==> config.mk <==
export PLATFORM = sky130hd
export DESIGN_NAME = dram_cmd_target
export DESIGN_NICKNAME = d
export VERILOG_FILES = /design/src/rtl/dram_cmd_target.sv
export SDC_FILE = /design/constraint.sdc
export NUM_CORES = 1
export LEC_CHECK = 0
export CORE_MARGIN = 1.5
export CORE_UTILIZATION = 42
export DETAILED_ROUTE_END_ITERATION = 10
export GPL_TIMING_DRIVEN = 0
export PLACE_DENSITY_LB_ADDON = 0.15
export SETUP_SLACK_MARGIN = 0.3
export SLEW_MARGIN = 40
export SYNTH_ARGS = -nofsm -noshare
export SYNTH_HDL_FRONTEND = slang
export SYNTH_SLANG_ARGS = --single-unit
==> constraint.sdc <==
create_clock -name clk -period 4.7 [get_ports clk]
set_input_delay 0.94 -clock clk [delete_from_list [all_inputs] [get_ports clk]]
set_output_delay 0.94 -clock clk [all_outputs]
set_load 0.01 [all_outputs]
==> src/rtl/dram_cmd_target.sv <==
// DRAM-side command target: tracks per-bank open/row state, times each command and acknowledges it.
// Optional per-command statistics counters are enabled with DRAM_CMD_TARGET_STATS_EN.
module dram_cmd_target #(
    parameter int NUM_OF_BANKS = 8,
    parameter int NUM_OF_ROWS  = 128,
    parameter int NUM_OF_COLS  = 8,
    parameter int T_RCD        = 3,
    parameter int T_CAS        = 2,
    parameter int T_RP         = 3,
    parameter int T_RFC        = 8,
    parameter int CNT_WIDTH    = 4
) (
    input  logic                    clk,
    input  logic                    rst_b,
    input  logic                    cmd_req,
    input  logic [1:0]              cmd,
    input  logic [NUM_OF_BANKS-1:0] bank_sel,
    input  logic [NUM_OF_ROWS-1:0]  row_sel,
    input  logic [NUM_OF_COLS-1:0]  col_sel,
    output logic                    cmd_ack,
    output logic                    err,
    output logic [2:0]              err_code,
    output logic [NUM_OF_BANKS-1:0] bank_open
`ifdef DRAM_CMD_TARGET_STATS_EN
    ,
    output logic [15:0]             stat_act,
    output logic [15:0]             stat_col,
    output logic [15:0]             stat_ref
`endif
);

    localparam int BW = (NUM_OF_BANKS > 1) ? $clog2(NUM_OF_BANKS) : 1;
    localparam int RW = (NUM_OF_ROWS > 1) ? $clog2(NUM_OF_ROWS) : 1;

    localparam logic [1:0] CMD_REF = 2'b00;
    localparam logic [1:0] CMD_ACT = 2'b01;
    localparam logic [1:0] CMD_COL = 2'b10;
    localparam logic [1:0] CMD_PRE = 2'b11;

    typedef enum logic [1:0] {S_IDLE, S_DECODE, S_BUSY, S_ACK} state_t;

    state_t                  state_q, state_d;
    logic [1:0]              cmd_q, cmd_d;
    logic [NUM_OF_BANKS-1:0] bsel_q, bsel_d;
    logic [NUM_OF_ROWS-1:0]  rsel_q, rsel_d;
    logic [NUM_OF_COLS-1:0]  csel_q, csel_d;
    logic [CNT_WIDTH-1:0]    cnt_q, cnt_d;
    logic                    ack_q, ack_d;
    logic                    err_q, err_d;
    logic [2:0]              err_code_q, err_code_d;
    logic                    rej_q, rej_d;
    logic [BW-1:0]           bidx_q, bidx_d;
    logic [RW-1:0]           ridx_q, ridx_d;
    logic [NUM_OF_BANKS-1:0] bank_open_q, bank_open_d;
    logic [RW-1:0]           open_row_q [NUM_OF_BANKS];
    logic [RW-1:0]           open_row_d [NUM_OF_BANKS];
`ifdef DRAM_CMD_TARGET_STATS_EN
    logic [15:0]             stat_act_q, stat_act_d;
    logic [15:0]             stat_col_q, stat_col_d;
    logic [15:0]             stat_ref_q, stat_ref_d;
`endif

    // Decode of the registered selects: exactly-one-bit detection plus index
    logic          b_seen, b_multi, r_seen, r_multi, c_seen, c_multi;
    logic          b_ok, r_ok, c_ok;
    logic [BW-1:0] b_idx;
    logic [RW-1:0] r_idx;
    logic [2:0]    dec_code;
    logic [CNT_WIDTH-1:0] dec_lat;

    always_comb begin
        b_seen = 1'b0; b_multi = 1'b0; b_idx = '0;
        r_seen = 1'b0; r_multi = 1'b0; r_idx = '0;
        c_seen = 1'b0; c_multi = 1'b0;
        for (int i = 0; i < NUM_OF_BANKS; i++) begin
            if (bsel_q[i]) begin
                b_multi = b_seen;
                b_seen  = 1'b1;
                b_idx   = BW'(i);
            end
        end
        for (int i = 0; i < NUM_OF_ROWS; i++) begin
            if (rsel_q[i]) begin
                r_multi = r_multi | r_seen;
                r_seen  = 1'b1;
                r_idx   = RW'(i);
            end
        end
        for (int i = 0; i < NUM_OF_COLS; i++) begin
            if (csel_q[i]) begin
                c_multi = c_multi | c_seen;
                c_seen  = 1'b1;
            end
        end
        b_ok = b_seen & ~b_multi;
        r_ok = r_seen & ~r_multi;
        c_ok = c_seen & ~c_multi;
    end

    always_comb begin
        dec_code = 3'd0;
        dec_lat  = CNT_WIDTH'(T_RFC);
        case (cmd_q)
            CMD_REF: begin
                if (|bank_open_q) dec_code = 3'd5;
            end
            CMD_ACT: begin
                dec_lat = CNT_WIDTH'(T_RCD);
                if (!b_ok || !r_ok)          dec_code = 3'd1;
                else if (bank_open_q[b_idx]) dec_code = 3'd2;
            end
            CMD_COL: begin
                dec_lat = CNT_WIDTH'(T_CAS);
                if (!b_ok || !r_ok || !c_ok)         dec_code = 3'd1;
                else if (!bank_open_q[b_idx])        dec_code = 3'd3;
                else if (open_row_q[b_idx] != r_idx) dec_code = 3'd4;
            end
            default: begin
                dec_lat = CNT_WIDTH'(T_RP);
                if (!b_ok) dec_code = 3'd1;
            end
        endcase
        if (dec_code != 3'd0) dec_lat = CNT_WIDTH'(1);
    end

    always_comb begin
        state_d     = state_q;
        cmd_d       = cmd_q;
        bsel_d      = bsel_q;
        rsel_d      = rsel_q;
        csel_d      = csel_q;
        cnt_d       = cnt_q;
        ack_d       = ack_q;
        err_d       = 1'b0;
        err_code_d  = err_code_q;
        rej_d       = rej_q;
        bidx_d      = bidx_q;
        ridx_d      = ridx_q;
        bank_open_d = bank_open_q;
        open_row_d  = open_row_q;
`ifdef DRAM_CMD_TARGET_STATS_EN
        stat_act_d  = stat_act_q;
        stat_col_d  = stat_col_q;
        stat_ref_d  = stat_ref_q;
`endif
        case (state_q)
            S_IDLE: begin
                if (cmd_req) begin
                    cmd_d   = cmd;
                    bsel_d  = bank_sel;
                    rsel_d  = row_sel;
                    csel_d  = col_sel;
                    state_d = S_DECODE;
                end
            end
            S_DECODE: begin
                cnt_d   = dec_lat;
                rej_d   = (dec_code != 3'd0);
                err_d   = (dec_code != 3'd0);
                bidx_d  = b_idx;
                ridx_d  = r_idx;
                if (dec_code != 3'd0) err_code_d = dec_code;
                state_d = S_BUSY;
            end
            S_BUSY: begin
                cnt_d = cnt_q - CNT_WIDTH'(1);
                if (cnt_q == CNT_WIDTH'(1)) begin
                    ack_d   = 1'b1;
                    state_d = S_ACK;
                    // Bank state only changes once the latency has elapsed
                    if (!rej_q) begin
                        if (cmd_q == CMD_ACT) begin
                            bank_open_d[bidx_q] = 1'b1;
                            open_row_d[bidx_q]  = ridx_q;
                        end else if (cmd_q == CMD_PRE) begin
                            bank_open_d[bidx_q] = 1'b0;
                        end
`ifdef DRAM_CMD_TARGET_STATS_EN
                        if (cmd_q == CMD_ACT && stat_act_q != 16'hFFFF) stat_act_d = stat_act_q + 16'd1;
                        if (cmd_q == CMD_COL && stat_col_q != 16'hFFFF) stat_col_d = stat_col_q + 16'd1;
                        if (cmd_q == CMD_REF && stat_ref_q != 16'hFFFF) stat_ref_d = stat_ref_q + 16'd1;
`endif
                    end
                end
            end
            default: begin
                if (!cmd_req) begin
                    ack_d   = 1'b0;
                    state_d = S_IDLE;
                end
            end
        endcase
    end

    always_ff @(posedge clk or negedge rst_b) begin
        if (!rst_b) begin
            state_q     <= S_IDLE;
            cmd_q       <= '0;
            bsel_q      <= '0;
            rsel_q      <= '0;
            csel_q      <= '0;
            cnt_q       <= '0;
            ack_q       <= 1'b0;
            err_q       <= 1'b0;
            err_code_q  <= 3'd0;
            rej_q       <= 1'b0;
            bidx_q      <= '0;
            ridx_q      <= '0;
            bank_open_q <= '0;
            for (int i = 0; i < NUM_OF_BANKS; i++) open_row_q[i] <= '0;
`ifdef DRAM_CMD_TARGET_STATS_EN
            stat_act_q  <= 16'd0;
            stat_col_q  <= 16'd0;
            stat_ref_q  <= 16'd0;
`endif
        end else begin
            state_q     <= state_d;
            cmd_q       <= cmd_d;
            bsel_q      <= bsel_d;
            rsel_q      <= rsel_d;
            csel_q      <= csel_d;
            cnt_q       <= cnt_d;
            ack_q       <= ack_d;
            err_q       <= err_d;
            err_code_q  <= err_code_d;
            rej_q       <= rej_d;
            bidx_q      <= bidx_d;
            ridx_q      <= ridx_d;
            bank_open_q <= bank_open_d;
            open_row_q  <= open_row_d;
`ifdef DRAM_CMD_TARGET_STATS_EN
            stat_act_q  <= stat_act_d;
            stat_col_q  <= stat_col_d;
            stat_ref_q  <= stat_ref_d;
`endif
        end
    end

    assign cmd_ack   = ack_q;
    assign err       = err_q;
    assign err_code  = err_code_q;
    assign bank_open = bank_open_q;
`ifdef DRAM_CMD_TARGET_STATS_EN
    assign stat_act  = stat_act_q;
    assign stat_col  = stat_col_q;
    assign stat_ref  = stat_ref_q;
`endif

endmodule

==> flow_results.org <==
** Drt
- Summed over all layers, the routed wires come to 38700 um.
- In this run the remaining antenna-violating nets after routing total 0.
- Total iterations of the first detailed-routing run :: 5
- Via total after detailed routing :: 10600
- Dividing the detail-routed via count by the number of cells gives 5.92.
- In this run, the number of DRC markers left after iteration 0 of detailed routing was 918.
- Remaining routing DRC violations :: 0
- Dividing the detail-routed wire length by the instance count gives 21.5 um.

** Pwr
- Summed over all cells, the static leakage comes to 6.42 nW.
- Part of the power in registers :: 41.2%
- The internal portion of the total power is 5.84 mW.
- Total power after layout :: 10.2 mW
- The clock network accounts for 19.4% of the total power.
- Total power divided by cell area :: 648 nW/um^2
- IR analysis of the VDD net gives a maximum drop of 0.297 mV.
- Sw power :: 4.37 mW
- Share of total power in combinational logic :: 39.4%
- Switching power as a share of total power :: 42.8%

** STA
- Worst slew slack as a fraction of its limit :: 41.6%
- Final critical-path setup slack :: 0.782 ns
- For the pin with the worst max-slew slack, the measured transition is 0.867 ns.
- Setup repair after global routing left no endpoint under its margin.
- Worst Clk Skew :: 0.00829 ns
- Final-report hold violation count :: 0
- Setup violations remaining at the end of the flow were counted as 0.
- The final critical path takes up 83.4% of the cycle.
- Total negative slack for setup checks :: 0 ns
- Fmax :: 255 MHz
- Subtracting the final worst setup slack from the clock period gives 3.92 ns.
- Pins Over Slew Limit :: 0
- The tightest hold path in the finished design has a slack of 0.278 ns.

** Synth
- Post-synthesis adder-cell area fraction :: 0.828%
- Yosys warning count :: 0
- The most used flip-flop cell after synthesis is sky130_fd_sc_hd__dfrtp_1.
- After synthesis, the largest family of logic cells by area is multiplexers.
- Post-synthesis cell area :: 12700 sq um
- The share of the Yosys chip area taken by registers is 45.8%.
- The portion of synthesized area spent on multiplexers is 20.2%.
- Area fraction in compound gates after synthesis :: 14.5%
- XOR/XNOR Fraction of Synth Area :: 0.483%
- The number of different library cells used by synthesis comes to 78.
- Number of nets in the synthesized netlist :: 1349
- Simple logic cell fraction of the synthesized area :: 15.8%
- Number of flops mapped to enable cells by yosys :: 0
- Counting every instance in the synthesized netlist gives 1194.
- Counting flops with an async set or reset pin after synthesis yields a share of 100%.
- After synthesis the netlist holds a flip-flop and latch count of 232.
- Post-Synthesis Mean Instance Area :: 10.6 sq um

** Clock network
- The clock reaches the later pin of the worst-skew pair after 0.55 ns.
- Post-CTS repair changed the size of 0 cells.
- In this run, CTS created clock tree buffers numbering 26.
- No sink is reached through more buffers than the 3 on the longest clock path.
- Clock slew seen by the registers of the worst setup and hold paths :: 0.06 ns
- Number of clock sinks seen by CTS :: 232
- The number of setup buffers added after CTS is 0.
- Clock tree synthesis selected as its root buffer the cell sky130_fd_sc_hd__clkbuf_16.
- CTS tree :: done
- CTS built an H-tree with a depth of 1.
- The number of hold buffers added after CTS was 0.

** Worst hold path
- The min-delay analysis places its worst path in the category primary input to asynchronous set/reset pin.

** Placement
- At the placement stage, the worst setup path has a slack of 0.777 ns.
- After detailed placement, the total cell area comes to 14900 sq um.
- Detailed placement ended at an HPWL of 29100 um.
- Dpl cells :: 1748
- Port Buffers :: 161
- Weighted congestion at the end of routability-driven global placement :: 0.962

** Layout
- The post-route netlist has 21.4% of its cells at a drive strength greater than 1.
- The area growth from synthesis to layout is 24.1%.
- 0 antenna diodes ended up in the layout.
- In the layout the commonest cells are sky130_fd_sc_hd__dfrtp_1 (232), sky130_fd_sc_hd__mux2_2 (206), sky130_fd_sc_hd__clkdlybuf4s50_1 (160).
- Multi-input gate area :: 6610 sq um
- In the final design database the tool counted 1541 nets.
- With fillers left out, the area of the finished cells amounts to 15700 sq um.
- Leaving out fill and tap cells, the most frequent cell in the layout is sky130_fd_sc_hd__dfrtp_1.
- Final-layout fill cell count :: 2701
- For this run, the number of standard cells in the final layout without fillers is 1795.
- At the end of the flow the core is filled with cells to 53.0%.
- Registers take 5810 sq um.

** Setup path
- Cell at the slowest stage of the critical path :: sky130_fd_sc_hd__nor4_2
- Critical path endpoint category :: flip-flop
- STA puts the critical path data required time at 5.14 ns.
- Last element of the critical path :: err_code[0]$_DFFE_PN0P_
- The critical path in this run is classified as flip-flop to flip-flop.
- Critical register-to-register path endpoint :: err_code[0]$_DFFE_PN0P_
- Start of the worst register-to-register path :: rsel_q[99]$_DFFE_PN0P_
- In this run the register-to-register setup slack is 0.78 ns.
- Tracing the worst setup path back leads to its startpoint at rsel_q[99]$_DFFE_PN0P_.
- Critical path, cell by cell :: clkbuf_1, nor4_2, nand3_1, nand2b_1, o31a_1, nor4bb_1, nand4_1, and4bb_4, a41oi_1, a31oi_4, o21ai_2, a22o_1
- The number of cells on the worst reg-to-reg path is 12.
- For this run, the slowest stage of the critical path takes 0.54 ns.
- For the worst setup path, the data arrival time is 4.35 ns.
- In this run the worst path has a maximum fanout of 8.
- STA classifies the critical path startpoint as a flip-flop.

** Floorplanning
- The die covers 31300 sq um.
- The initialized floorplan defines 63 standard-cell rows.
- The region available for standard cell placement spans 29700 sq um.
- In this run the count of I/O pins placed on the die edge is 162.
- From left edge to right edge, the die measures 177 um.
- Die height :: 177 um
- Once the floorplan was initialized, standard cells occupied 42.7% of the core.

** Job
- Max-cap violations :: 0

** Global routing
- Vias in the first global route :: 10700
- Largest net degree at the start of global routing :: 77
- Global routing consumed, over all layers together, 25.0% of the routing resources.
- Initial antenna violation count :: 0
- The first global-routing pass estimated 60900 um of wire.
- Summed over all layers, the global routing overflow is 0.

** Outcome
- The flow ran to the end, and the final reports show no timing, DRC or antenna violations.
## worst min path at each step
stage / startpoint / end / slack [ns]
floorplan: open_row_q[9]$_DFFE_PN0P_ / open_row_q[9]$_DFFE_PN0P_ / 0.47
global placement: open_row_q[9]$_DFFE_PN0P_ / open_row_q[9]$_DFFE_PN0P_ / 0.48
detailed placement: open_row_q[8]$_DFFE_PN0P_ / open_row_q[8]$_DFFE_PN0P_ / 0.49
CTS: rst_b / csel_q[3]$_DFFE_PN0P_ / 0.27
global route: rst_b / csel_q[3]$_DFFE_PN0P_ / 0.30
finish: rst_b / csel_q[0]$_DFFE_PN0P_ / 0.28
## worst max-delay path, delay by kind of cell, from the launching register on
kind / cells / cell delay (ns)
DFF: 1 / 0.37
buffers and inverters: 1 / 0.22
and+or+nand+nor: 6 / 2.08
AOI/OAI and AO/OA: 5 / 1.14
## power by group through the flow
stage | Combinational [mW] | Clock, mW | Sequential, mW
after detailed placement | 3.98 | 0 | 4.18
final | 4.02 | 1.98 | 4.21
after CTS | 4.01 | 2.01 | 4.16
after floorplan | 2.91 | 0 | 3.65
after global routing | 4.40 | 2.09 | 4.33
after global placement | 3.90 | 0 | 4.16
## logic make-up (layout without fill, tap and decap cells)
group           Yosys count  in the layout
buf+inv                  80            291
mux                     226            226
xor+xnor                  7              7
fa+ha+maj                 9              9
simple gates            376            376
compound gates          264            264
flops                   232            232
## cells in the mapped netlist, types with 17 or more instances
cell / instances / share of area [%]
sky130_fd_sc_hd__dfrtp_1: 232 / 46
sky130_fd_sc_hd__mux2_2: 206 / 18
sky130_fd_sc_hd__nor2_1: 128 / 3.8
sky130_fd_sc_hd__nand2_1: 64 / 1.9
sky130_fd_sc_hd__a21oi_1: 56 / 2.2
sky130_fd_sc_hd__o21ai_0: 41 / 1.6
sky130_fd_sc_hd__inv_1: 39 / 1.2
sky130_fd_sc_hd__clkbuf_1: 34 / 1.0
sky130_fd_sc_hd__nor4_1: 34 / 1.7
sky130_fd_sc_hd__a22oi_1: 29 / 1.7
sky130_fd_sc_hd__nor3_1: 29 / 1.1
sky130_fd_sc_hd__nand3_1: 23 / 0.91
sky130_fd_sc_hd__o22ai_1: 19 / 0.94
sky130_fd_sc_hd__mux2i_1: 17 / 1.3
## cell type report
| cell class | instances | share of cell area (%) |
|---|---|---|
| multi-input combinational | 882 | 42.0 |
| sequential | 232 | 36.9 |
| timing repair buffer | 164 | 10.8 |
| clock buffer | 37 | 4.65 |
| tap | 390 | 3.10 |
| buffer | 40 | 1.02 |
| inverter | 40 | 0.954 |
| clock inverter | 10 | 0.628 |
## registers in the layout (all words and copies together) (netlist names), named ones only
register    cells
rsel_q        128
open_row_q     56
bsel_q          8
csel_q          8
ridx_q          7
cnt_q           4
bidx_q          3
err_code        3
cmd_q           2
state_q         2
cmd_ack         1
err             1
rej_q           1
## layer usage
metal | routed length (um) | part of all wire [%] | global-route usage [%]
met5 | 0 | 0 | 0
met4 | 1480 | 3.8 | 9.64
met3 | 1690 | 4.4 | 2.47
met2 | 18900 | 49 | 42.6
met1 | 16600 | 43 | 32.9
(Power assumes the default switching activity.)
